$ cat config.mk
export PLATFORM = sky130hd
export DESIGN_NAME = pll_reconfig_seq
export DESIGN_NICKNAME = d
export VERILOG_FILES = /design/src/rtl/pll_seq_pkg.sv /design/src/rtl/pll_cfg_debounce.sv /design/src/rtl/pll_reconfig_seq.sv
export SDC_FILE = /design/constraint.sdc
export NUM_CORES = 1
export LEC_CHECK = 0
export ABC_AREA = 1
export BUFFER_PORTS_ARGS = -buffer_cell sky130_fd_sc_hd__buf_2
export CAP_MARGIN = 20
export CORE_ASPECT_RATIO = 1.1
export CORE_MARGIN = 2
export CORE_UTILIZATION = 35
export CTS_BUF_LIST = sky130_fd_sc_hd__clkbuf_4 sky130_fd_sc_hd__clkbuf_8
export DETAILED_ROUTE_END_ITERATION = 10
export GPL_TIMING_DRIVEN = 1
export PLACE_DENSITY_LB_ADDON = 0.15
export SYNTH_ARGS = -nofsm -noshare
export SYNTH_HDL_FRONTEND = slang
export SYNTH_SLANG_ARGS = --single-unit
$ cat constraint.sdc
create_clock -name clk -period 2.21 [get_ports clk]
set_input_delay 0.1105 -clock clk [delete_from_list [all_inputs] [get_ports clk]]
set_output_delay 0.1105 -clock clk [all_outputs]
set_load 0.005 [all_outputs]
$ cat src/rtl/pll_seq_pkg.sv
// Shared types, reset defaults and helpers for the PLL reprogramming sequencer.
package pll_seq_pkg;

  typedef enum logic [2:0] {
    IDLE,
    GATE,
    RESET,
    LOCK,
    UNGATE
  } pll_state_e;

  // Field order matches {cfg_mul, cfg_div, cfg_bp}, where cfg_div is {OD[2:0], N[4:0]}
  typedef struct packed {
    logic [7:0] mul;
    logic [2:0] od;
    logic [4:0] n;
    logic       bp;
  } pll_cfg_t;

  localparam logic [7:0] MUL_MIN = 8'd8;
  localparam logic [7:0] MUL_MAX = 8'd120;
  localparam logic [7:0] DEF_MUL = 8'd46;
  localparam logic [7:0] DEF_DIV = 8'h22;

  localparam pll_cfg_t DEF_CFG = {DEF_MUL, DEF_DIV, 1'b0};

  // A setting is usable when M is inside the PLL's supported range and N is non-zero
  function automatic logic cfg_legal(input pll_cfg_t c);
    return (c.mul >= MUL_MIN) && (c.mul <= MUL_MAX) && (c.n != 5'd0);
  endfunction

  // Converts a cycle count into a counter load value; zero is stretched to one cycle
  function automatic logic [15:0] load_count(input int unsigned cycles);
    logic [15:0] v;
    v = cycles[15:0];
    return (cycles == 0) ? 16'd1 : v;
  endfunction

endpackage

$ cat src/rtl/pll_cfg_debounce.sv
// Captures the requested PLL setting every cycle and reports once it has stopped changing.
module pll_cfg_debounce
  import pll_seq_pkg::*;
#(
  parameter int unsigned STABLE_CYCLES = 256
) (
  input  logic       clk,
  input  logic       reset,
  input  logic [7:0] cfg_mul,
  input  logic [7:0] cfg_div,
  input  logic       cfg_bp,
  output logic       stable,
  output pll_cfg_t   shadow
);

  localparam logic [15:0] STABLE_MAX = 16'(STABLE_CYCLES);

  pll_cfg_t    cfg_in;
  pll_cfg_t    shadow_q;
  logic [15:0] stable_cnt_q;
  logic [15:0] stable_cnt_d;

  assign cfg_in = {cfg_mul, cfg_div, cfg_bp};

  // Any difference from the previous capture restarts the stability count; otherwise count up and saturate
  always_comb begin
    stable_cnt_d = stable_cnt_q;
    if (cfg_in != shadow_q) begin
      stable_cnt_d = '0;
    end else if (stable_cnt_q < STABLE_MAX) begin
      stable_cnt_d = stable_cnt_q + 16'd1;
    end
  end

  // Shadow register and stability counter; the shadow starts at the power-on defaults
  always_ff @(posedge clk or posedge reset) begin
    if (reset) begin
      shadow_q     <= DEF_CFG;
      stable_cnt_q <= '0;
    end else begin
      shadow_q     <= cfg_in;
      stable_cnt_q <= stable_cnt_d;
    end
  end

  assign stable = (stable_cnt_q >= STABLE_MAX);
  assign shadow = shadow_q;

endmodule

$ cat src/rtl/pll_reconfig_seq.sv
// Sequences a safe runtime reprogram of one PLL: gate OE, pulse RESET with the new M/N/OD,
// wait for lock, re-enable OE and finally release the downstream domain reset request.
module pll_reconfig_seq
  import pll_seq_pkg::*;
#(
  parameter int unsigned STABLE_CYCLES = 256,
  parameter int unsigned GATE_CYCLES   = 16,
  parameter int unsigned RESET_CYCLES  = 64,
  parameter int unsigned LOCK_CYCLES   = 12500,
  parameter int unsigned SETTLE_CYCLES = 16
) (
  input  logic       clk,
  input  logic       reset,
  input  logic [7:0] cfg_mul,
  input  logic [7:0] cfg_div,
  input  logic       cfg_bp,
  input  logic       cfg_oe,
  output logic [8:0] pll_m,
  output logic [4:0] pll_n,
  output logic [3:0] pll_od,
  output logic       pll_bp,
  output logic       pll_rst,
  output logic       pll_oe,
  output logic       domain_rst_req,
  output logic       busy,
  output logic       cfg_err
);

  localparam logic [15:0] GATE_LOAD   = load_count(GATE_CYCLES);
  localparam logic [15:0] RESET_LOAD  = load_count(RESET_CYCLES);
  localparam logic [15:0] LOCK_LOAD   = load_count(LOCK_CYCLES);
  localparam logic [15:0] SETTLE_LOAD = load_count(SETTLE_CYCLES);

  logic       stable;
  pll_cfg_t   shadow;
  logic       pending;
  logic       legal;

  pll_state_e  state_q, state_d;
  logic [15:0] cnt_q, cnt_d;
  pll_cfg_t    applied_q, applied_d;
  logic        pll_rst_q, pll_rst_d;
  logic        pll_oe_q, pll_oe_d;
  logic        dom_rst_q, dom_rst_d;
  logic        busy_q, busy_d;
  logic        cfg_err_q, cfg_err_d;

  pll_state_e  adv_state;
  logic [15:0] cur_load;
  logic [15:0] adv_load;

  pll_cfg_debounce #(
    .STABLE_CYCLES(STABLE_CYCLES)
  ) u_debounce (
    .clk    (clk),
    .reset  (reset),
    .cfg_mul(cfg_mul),
    .cfg_div(cfg_div),
    .cfg_bp (cfg_bp),
    .stable (stable),
    .shadow (shadow)
  );

  assign pending = stable && (shadow != applied_q);
  assign legal   = cfg_legal(shadow);

  // Next state, shared down-counter, applied setting and next-cycle output values
  always_comb begin
    state_d   = state_q;
    cnt_d     = cnt_q;
    applied_d = applied_q;
    cfg_err_d = cfg_err_q;
    cur_load  = 16'd1;
    adv_state = IDLE;
    adv_load  = '0;

    case (state_q)
      GATE: begin
        cur_load  = GATE_LOAD;
        adv_state = RESET;
        adv_load  = RESET_LOAD;
      end
      RESET: begin
        cur_load  = RESET_LOAD;
        adv_state = LOCK;
        adv_load  = LOCK_LOAD;
      end
      LOCK: begin
        cur_load  = LOCK_LOAD;
        adv_state = UNGATE;
        adv_load  = SETTLE_LOAD;
      end
      UNGATE: begin
        cur_load  = SETTLE_LOAD;
        adv_state = IDLE;
        adv_load  = '0;
      end
      default: begin
        cur_load  = 16'd1;
        adv_state = IDLE;
        adv_load  = '0;
      end
    endcase

    if (state_q == IDLE) begin
      cnt_d = '0;
      if (pending) begin
        if (legal) begin
          state_d   = GATE;
          cnt_d     = GATE_LOAD;
          cfg_err_d = 1'b0;
        end else begin
          cfg_err_d = 1'b1;
        end
      end
    end else if (cnt_q == 16'd0) begin
      // A zero count only exists straight out of reset: load this state's duration first
      cnt_d = cur_load;
    end else if (cnt_q == 16'd1) begin
      state_d = adv_state;
      cnt_d   = adv_load;
      // Whatever the shadow holds on RESET entry is applied, provided the PLL can accept it
      if ((adv_state == RESET) && legal) begin
        applied_d = shadow;
      end
    end else begin
      cnt_d = cnt_q - 16'd1;
    end

    pll_rst_d = (state_d == RESET);
    pll_oe_d  = ((state_d == IDLE) || (state_d == UNGATE)) ? cfg_oe : 1'b0;
    dom_rst_d = (state_d != IDLE);
    busy_d    = (state_d != IDLE);
  end

  // State, counter and output registers; reset starts with a full power-on lock wait
  always_ff @(posedge clk or posedge reset) begin
    if (reset) begin
      state_q   <= LOCK;
      cnt_q     <= '0;
      applied_q <= DEF_CFG;
      pll_rst_q <= 1'b0;
      pll_oe_q  <= 1'b0;
      dom_rst_q <= 1'b1;
      busy_q    <= 1'b1;
      cfg_err_q <= 1'b0;
    end else begin
      state_q   <= state_d;
      cnt_q     <= cnt_d;
      applied_q <= applied_d;
      pll_rst_q <= pll_rst_d;
      pll_oe_q  <= pll_oe_d;
      dom_rst_q <= dom_rst_d;
      busy_q    <= busy_d;
      cfg_err_q <= cfg_err_d;
    end
  end

  assign pll_m          = {1'b0, applied_q.mul};
  assign pll_n          = applied_q.n;
  assign pll_od         = {1'b0, applied_q.od};
  assign pll_bp         = applied_q.bp;
  assign pll_rst        = pll_rst_q;
  assign pll_oe         = pll_oe_q;
  assign domain_rst_req = dom_rst_q;
  assign busy           = busy_q;
  assign cfg_err        = cfg_err_q;

endmodule

# Word-level counts from Yosys, hierarchy flattened
# Cells that the tools add are included.
dict set report totals {
  reg_bits 73
  input_bits 20
  out_inout_bits 24
  wordCells 64
}
dict set report classes {
  n_addsub 2
  n_lt_le_gt_ge 4
  eq_ne 10
  n_mux 17
  bitwise_logic 2
  reduce_logical 14
}
# operator n
set ops {}
lappend ops {{one-hot mux 14 bit (3 select lines)} 2}
lappend ops {{2-to-1 mux 16 bit} 5}
lappend ops {{inequality test 17 bit} 2}
lappend ops {{adder 16 x 1 -> 16 bit (second input constant)} 1}
lappend ops {{equality test 16 x 1 -> 1 bit (second input constant)} 1}
lappend ops {{greater-or-equal comparator 16 x 9 -> 1 bit (second input constant)} 1}
lappend ops {{logical NOT 16 bit} 1}
lappend ops {{< comparator 16 x 9 -> 1 bit (second input constant)} 1}
lappend ops {{subtractor 16 x 1 -> 16 bit (second input constant)} 1}
lappend ops {{2-to-1 mux 3 bit} 5}
lappend ops {{equality test 3 x 2 -> 1 bit (second input constant)} 4}
lappend ops {{2-to-1 mux 5 bit} 2}
lappend ops {{one-hot mux 3 bit (3 select lines)} 1}
lappend ops {{greater-or-equal comparator 8 x 4 -> 1 bit (second input constant)} 1}
lappend ops {{less-or-equal comparator 8 x 7 -> 1 bit (second input constant)} 1}
lappend ops {{equality test 3 bit (second input constant)} 2}
lappend ops {{logical NOT 3 bit} 2}
lappend ops {{nonzero test 5 bit} 1}
lappend ops {{logical AND 1 bit} 4}
lappend ops {{AND reduction 4 bit} 1}
lappend ops {{equality test 3 x 1 -> 1 bit (second input constant)} 1}
lappend ops {{nonzero test 3 bit} 1}
lappend ops {{2-to-1 mux 1 bit} 2}
lappend ops {{inverter 1 bit} 2}
lappend ops {{other kinds (4)} 4}

# Logic depth before layout (Yosys ltp)
dict set report logic_depth {
  ltp_word 9
  depth_mapped 10
  ltp_nobuf 10
}

# Cells and area by module
# A second synthesis with hierarchy kept.
dict set report unflattened {
  hier_cells 479
  area_unflattened_um2 3943.8
}
# mod instances cells_each area_per_inst_um2 seq_area_each_um2
set by_module_without_submodules {}
lappend by_module_without_submodules {pll_reconfig_seq 1 310 2457.4 1012.2}
lappend by_module_without_submodules {pll_cfg_debounce 1 169 1486.4 833.3}

# Worst setup path after synthesis
# OpenSTA, ideal clock, no wires.
dict set report synth_path {
  path_kind {register to register}
  startpoint {reg u_debounce.shadow_q, in the netlist u_debounce.shadow[14]}
  endpoint {reg applied_q, in the netlist pll_bp}
  setup_time_ns 0.126
  t_arrival_ns 1.471
  required_ns 2.084
  setup_slack_ns 0.613
  stages_incl_launch_ff 9
  path_buffers 1
  synth_period_minus_slack_ns 1.597
  cell_sequence {dfstp_2 inv_1 nand4_1 nand3_1 a21oi_1 inv_1 nor3_4 buf_6 o21ai_0}
}
dict set report synth_between {
  elab_chain_cells 5
  word_cells_on_any_way 6
  cone_classes {order compare (2); reduce/logical (4)}
}
# element line_no
set synth_lines {}
lappend synth_lines {{from (decl)} pll_cfg_debounce.sv:19} ;# pll_cfg_t shadow_q;
lappend synth_lines {{from (signal assigned)} pll_cfg_debounce.sv:41} ;# shadow_q <= cfg_in;
lappend synth_lines {{greater-or-equal comparator 8 x 4 -> 1 bit or less-or-equal comparator 8 x 7 -> 1 bit (tied branches)} pll_seq_pkg.sv:29} ;# return (c.mul >= MUL_MIN) && (c.mul <= MUL_MAX) && (c.n != 5'd0);
lappend synth_lines {{logical AND 1 bit * (2 in a row)} pll_seq_pkg.sv:29}
lappend synth_lines {{logical AND 1 bit *} pll_reconfig_seq.sv:123} ;# if ((adv_state == RESET) && legal) begin
lappend synth_lines {{AND reduction 4 bit (no source line) *} -}
lappend synth_lines {{to (signal assigned)} pll_reconfig_seq.sv:150} ;# applied_q <= applied_d;
lappend synth_lines {{to (decl)} pll_reconfig_seq.sv:41} ;# pll_cfg_t applied_q, applied_d;
# Mark *: on every way between the ends. The rest lies on a longest branch, timed or not.
# A chain may end at the register's enable or synchronous reset.

# Worst setup path in the final report
dict set report layout_path {
  startpoint {reg u_debounce.shadow_q, in the netlist u_debounce.shadow[14]}
  endpoint {reg applied_q, in the netlist pll_od[1]}
}
# The elaborated chain is that of the path after synthesis.

==> metrics <==
multiplexer area fraction after synthesis=0; multi-input logic area=1600 um^2; status=completed; Worst path depth=9; routed vias=2,964; Min Hold Slack=0.394 ns; fin. max-slew vios=0; drt pass-1 iters=5; Synth area leaders=dfrtp_1 (38%), dfstp_2 (10%), nand2_1 (8.5%); total grt overflow=0; DP Worst Slack=0.426 ns; most numerous cell on the critical path=inv_1; Power Density=568 nW/um^2; most common cell in the netlist=nand2_1; CP top delay family=flip-flops; Synth area leader=dfrtp_1; Port-buffer cells=41; first-pass GRT wire length=13,300 um; hold violation count in the final report=0; io pins=44; GRT Total Usage=0.146; Die X=103 um; async set or reset register ratio after synthesis=1.00; min Tclk post-route=1.79 ns; Final period util=0.808; max_slew headroom=0.648; crit path DAT=2.06 ns; area of the core=10,500 um^2; register area share after synthesis=0.486; WL/cell=11.7 um; Max IR drop VDD=321 uV; final WL=7760 um; GPL Wtd Cong=0.782; layout cells sized above 1=0.193; synth unique cells=31; CTS Buf Count=9; Critical Path RT=2.48 ns; initial antenna violation count=0; Worst path slowest cell=dfstp_2; CP Class=flip-flop to flip-flop; mean number of vias per cell=4.45; Synth Area in Compound Gates=0.0791; Switch Pwr=0.000607 W; largest net degree at the start of global routing=74; CTS H-Tree Depth=3; synth-to-layout area growth=20.4%; Initial Util=0.362; Comb power frac=0.058; RSZ-0062 raised after global routing=false; Commonest cells post-synth=nand2_1 (86), inv_1 (78), dfrtp_1 (58); Worst-path clk slew=0.08 ns; synthesized-area fraction occupied by adder cells=0.0165; Min-Delay Path Class=input pin to asynchronous set/reset pin; vias in the first global route=2,908; top-area cell type share of the netlist area=0.382; final setup fails=0; main combinational cell family by area after synthesis=simple AND/OR/NAND/NOR gates; Non-Filler Instances=666; row cnt=39; Sum Neg Setup Slack=0 ns; worst setup margin=0.424 ns; Final nets=543; FF-to-FF path depth=9; critical path launch point type=flip-flop; Power Internal=0.00199 W; Cell Area, Synth=3800 um^2; Leakage=2.28 nW; Post-Synth XOR/XNOR Area=0.0807; highest clock rate=560 MHz; post-synthesis register bit count=73; CTS tree=done; ANT nets after route=0; die area=11,700 um^2; simple-gate share of the synthesized area=0.244; sequential power share=0.530; Worst Path Buf+Inv=3; crit-path cells=inv_1 > nand4_1 > nand3_1 > a21oi_1 > inv_1 > nor3_4 > buf_12 > nand2_1 > o21ai_2; # Max-Cap Violations=0; die height=113 um; clock root buffer=clkbuf_8; dominant synthesized flop cell=dfrtp_1; drt drc=0; clock power share=0.412; Skew-Pair Late Insertion Delay=0.35 ns; Crit. End Element=flip-flop; average size of a mapped cell=8.46 um^2; dpl cells=631; switching share of power=0.234; worst-margin pin slew=0.522 ns; number of fill cells=1,061; Max stage delay on crit path=0.57 ns; antenna cell count=0; 1st-iter DRT viols=132; clock sink count=73; hpwl dp=5560 um; EDFF count, synth=0; Mapped Cells=449; CTS Buffer Depth=2; register area=1850 um^2; Crit Path Max Fanout=33; clk_skew=0.0128 ns; Yosys Warn Count=0
## power by group through the flow
stage | sequential, W | combinational [W] | clock (W)
floorplan | 0.00140 | 0.0000811 | 0
global placement | 0.00140 | 0.000128 | 0
detailed placement | 0.00140 | 0.000128 | 0
CTS | 0.00138 | 0.000154 | 0.00111
global route | 0.00138 | 0.000173 | 0.00117
finish | 0.00138 | 0.000150 | 0.00107
## kinds of logic (layout without fill, tap and decap cells)
family	Yosys count	count (layout)
XOR/XNOR	35	35
flip-flops	73	73
AO/OA/AOI/OAI	49	49
other	1	2
AND/OR/NAND/NOR	201	201
buffers and inverters	85	158
adder cells (fa/ha/maj)	5	5
## final timing paths
kind,start,endpoint,slack [ns]
worst max-delay path,u_debounce.shadow[14],pll_od[1],0.42
worst min-delay path,reset,u_debounce.stable_cnt_q[8],0.39
worst max register to register,u_debounce.shadow[14],pll_od[1],0.42
worst min register to register,pll_m[5],pll_m[5],0.50
max in group asynchronous,reset,u_debounce.shadow[10],1.48
min in group clk,cfg_div[5],u_debounce.shadow[6],0.42
## registers in the layout (all words and copies together) (netlist names), 3 cells and up
signal / flops
u_debounce.shadow: 17
cnt_q: 16
u_debounce.stable_cnt_q: 16
pll_m: 8
pll_n: 5
pll_od: 3
state_q: 3
## metrics by stage
step | utilization | area [um^2] | total power (W)
5_1_grt | 0.436 | 4570 | 0.00272
2_1_floorplan | - | 3800 | 0.00148
3_3_place_gp | 0.399 | 4180 | 0.00153
6_report | 0.436 | 4570 | 0.00260
3_5_place_dp | 0.399 | 4180 | 0.00153
4_1_cts | 0.436 | 4570 | 0.00264
## layer usage
layer  track usage  share of wire  vias to the layer above  wire (um)
met1         0.193           0.47                     1369       3640
li1              -              -                     1542          -
met5             0              0                        -          0
met2         0.229           0.48                       43       3740
met4        0.0632          0.017                        0        132
met3        0.0327          0.032                       10        252
## cell usage in the layout, fill, tap and decap left out, types with 5 or more instances in the layout
cell           count
buf_2             41
nand4_1           10
xnor2_1           26
o21ai_0           15
a21oi_1           16
xor2_1             9
ha_1               5
inv_1             77
dfrtp_1           58
nor4_1             5
dlygate4sd3_1     19
clkbuf_8          10
dfstp_2           15
o21ai_2           13
nand2_1           86
nor3_1            12
nand3_1           25
nor2_1            51
## layout make-up
class / count / share of cell area
Clock buffer: 11 / 0.0317
Clock inverter: 5 / 0.0120
Inverter: 78 / 0.0640
Multi-Input combinational cell: 292 / 0.351
Sequential cell: 73 / 0.404
Tap cell: 143 / 0.0391
Timing Repair Buffer: 64 / 0.0985
## timing repair
item	in CTS	in global routing
gates resized for setup	0	0
hold buffers	19	0
endpoints found under the hold margin	76	0
setup buffers	0	0
## worst min-delay path: stages
cell and delay, ns:
dlygate4sd3_1 0.53, buf_2 0.12, inv_2 0.06, buf_12 0.34
Note: power is estimated with default switching activity, not from simulation.
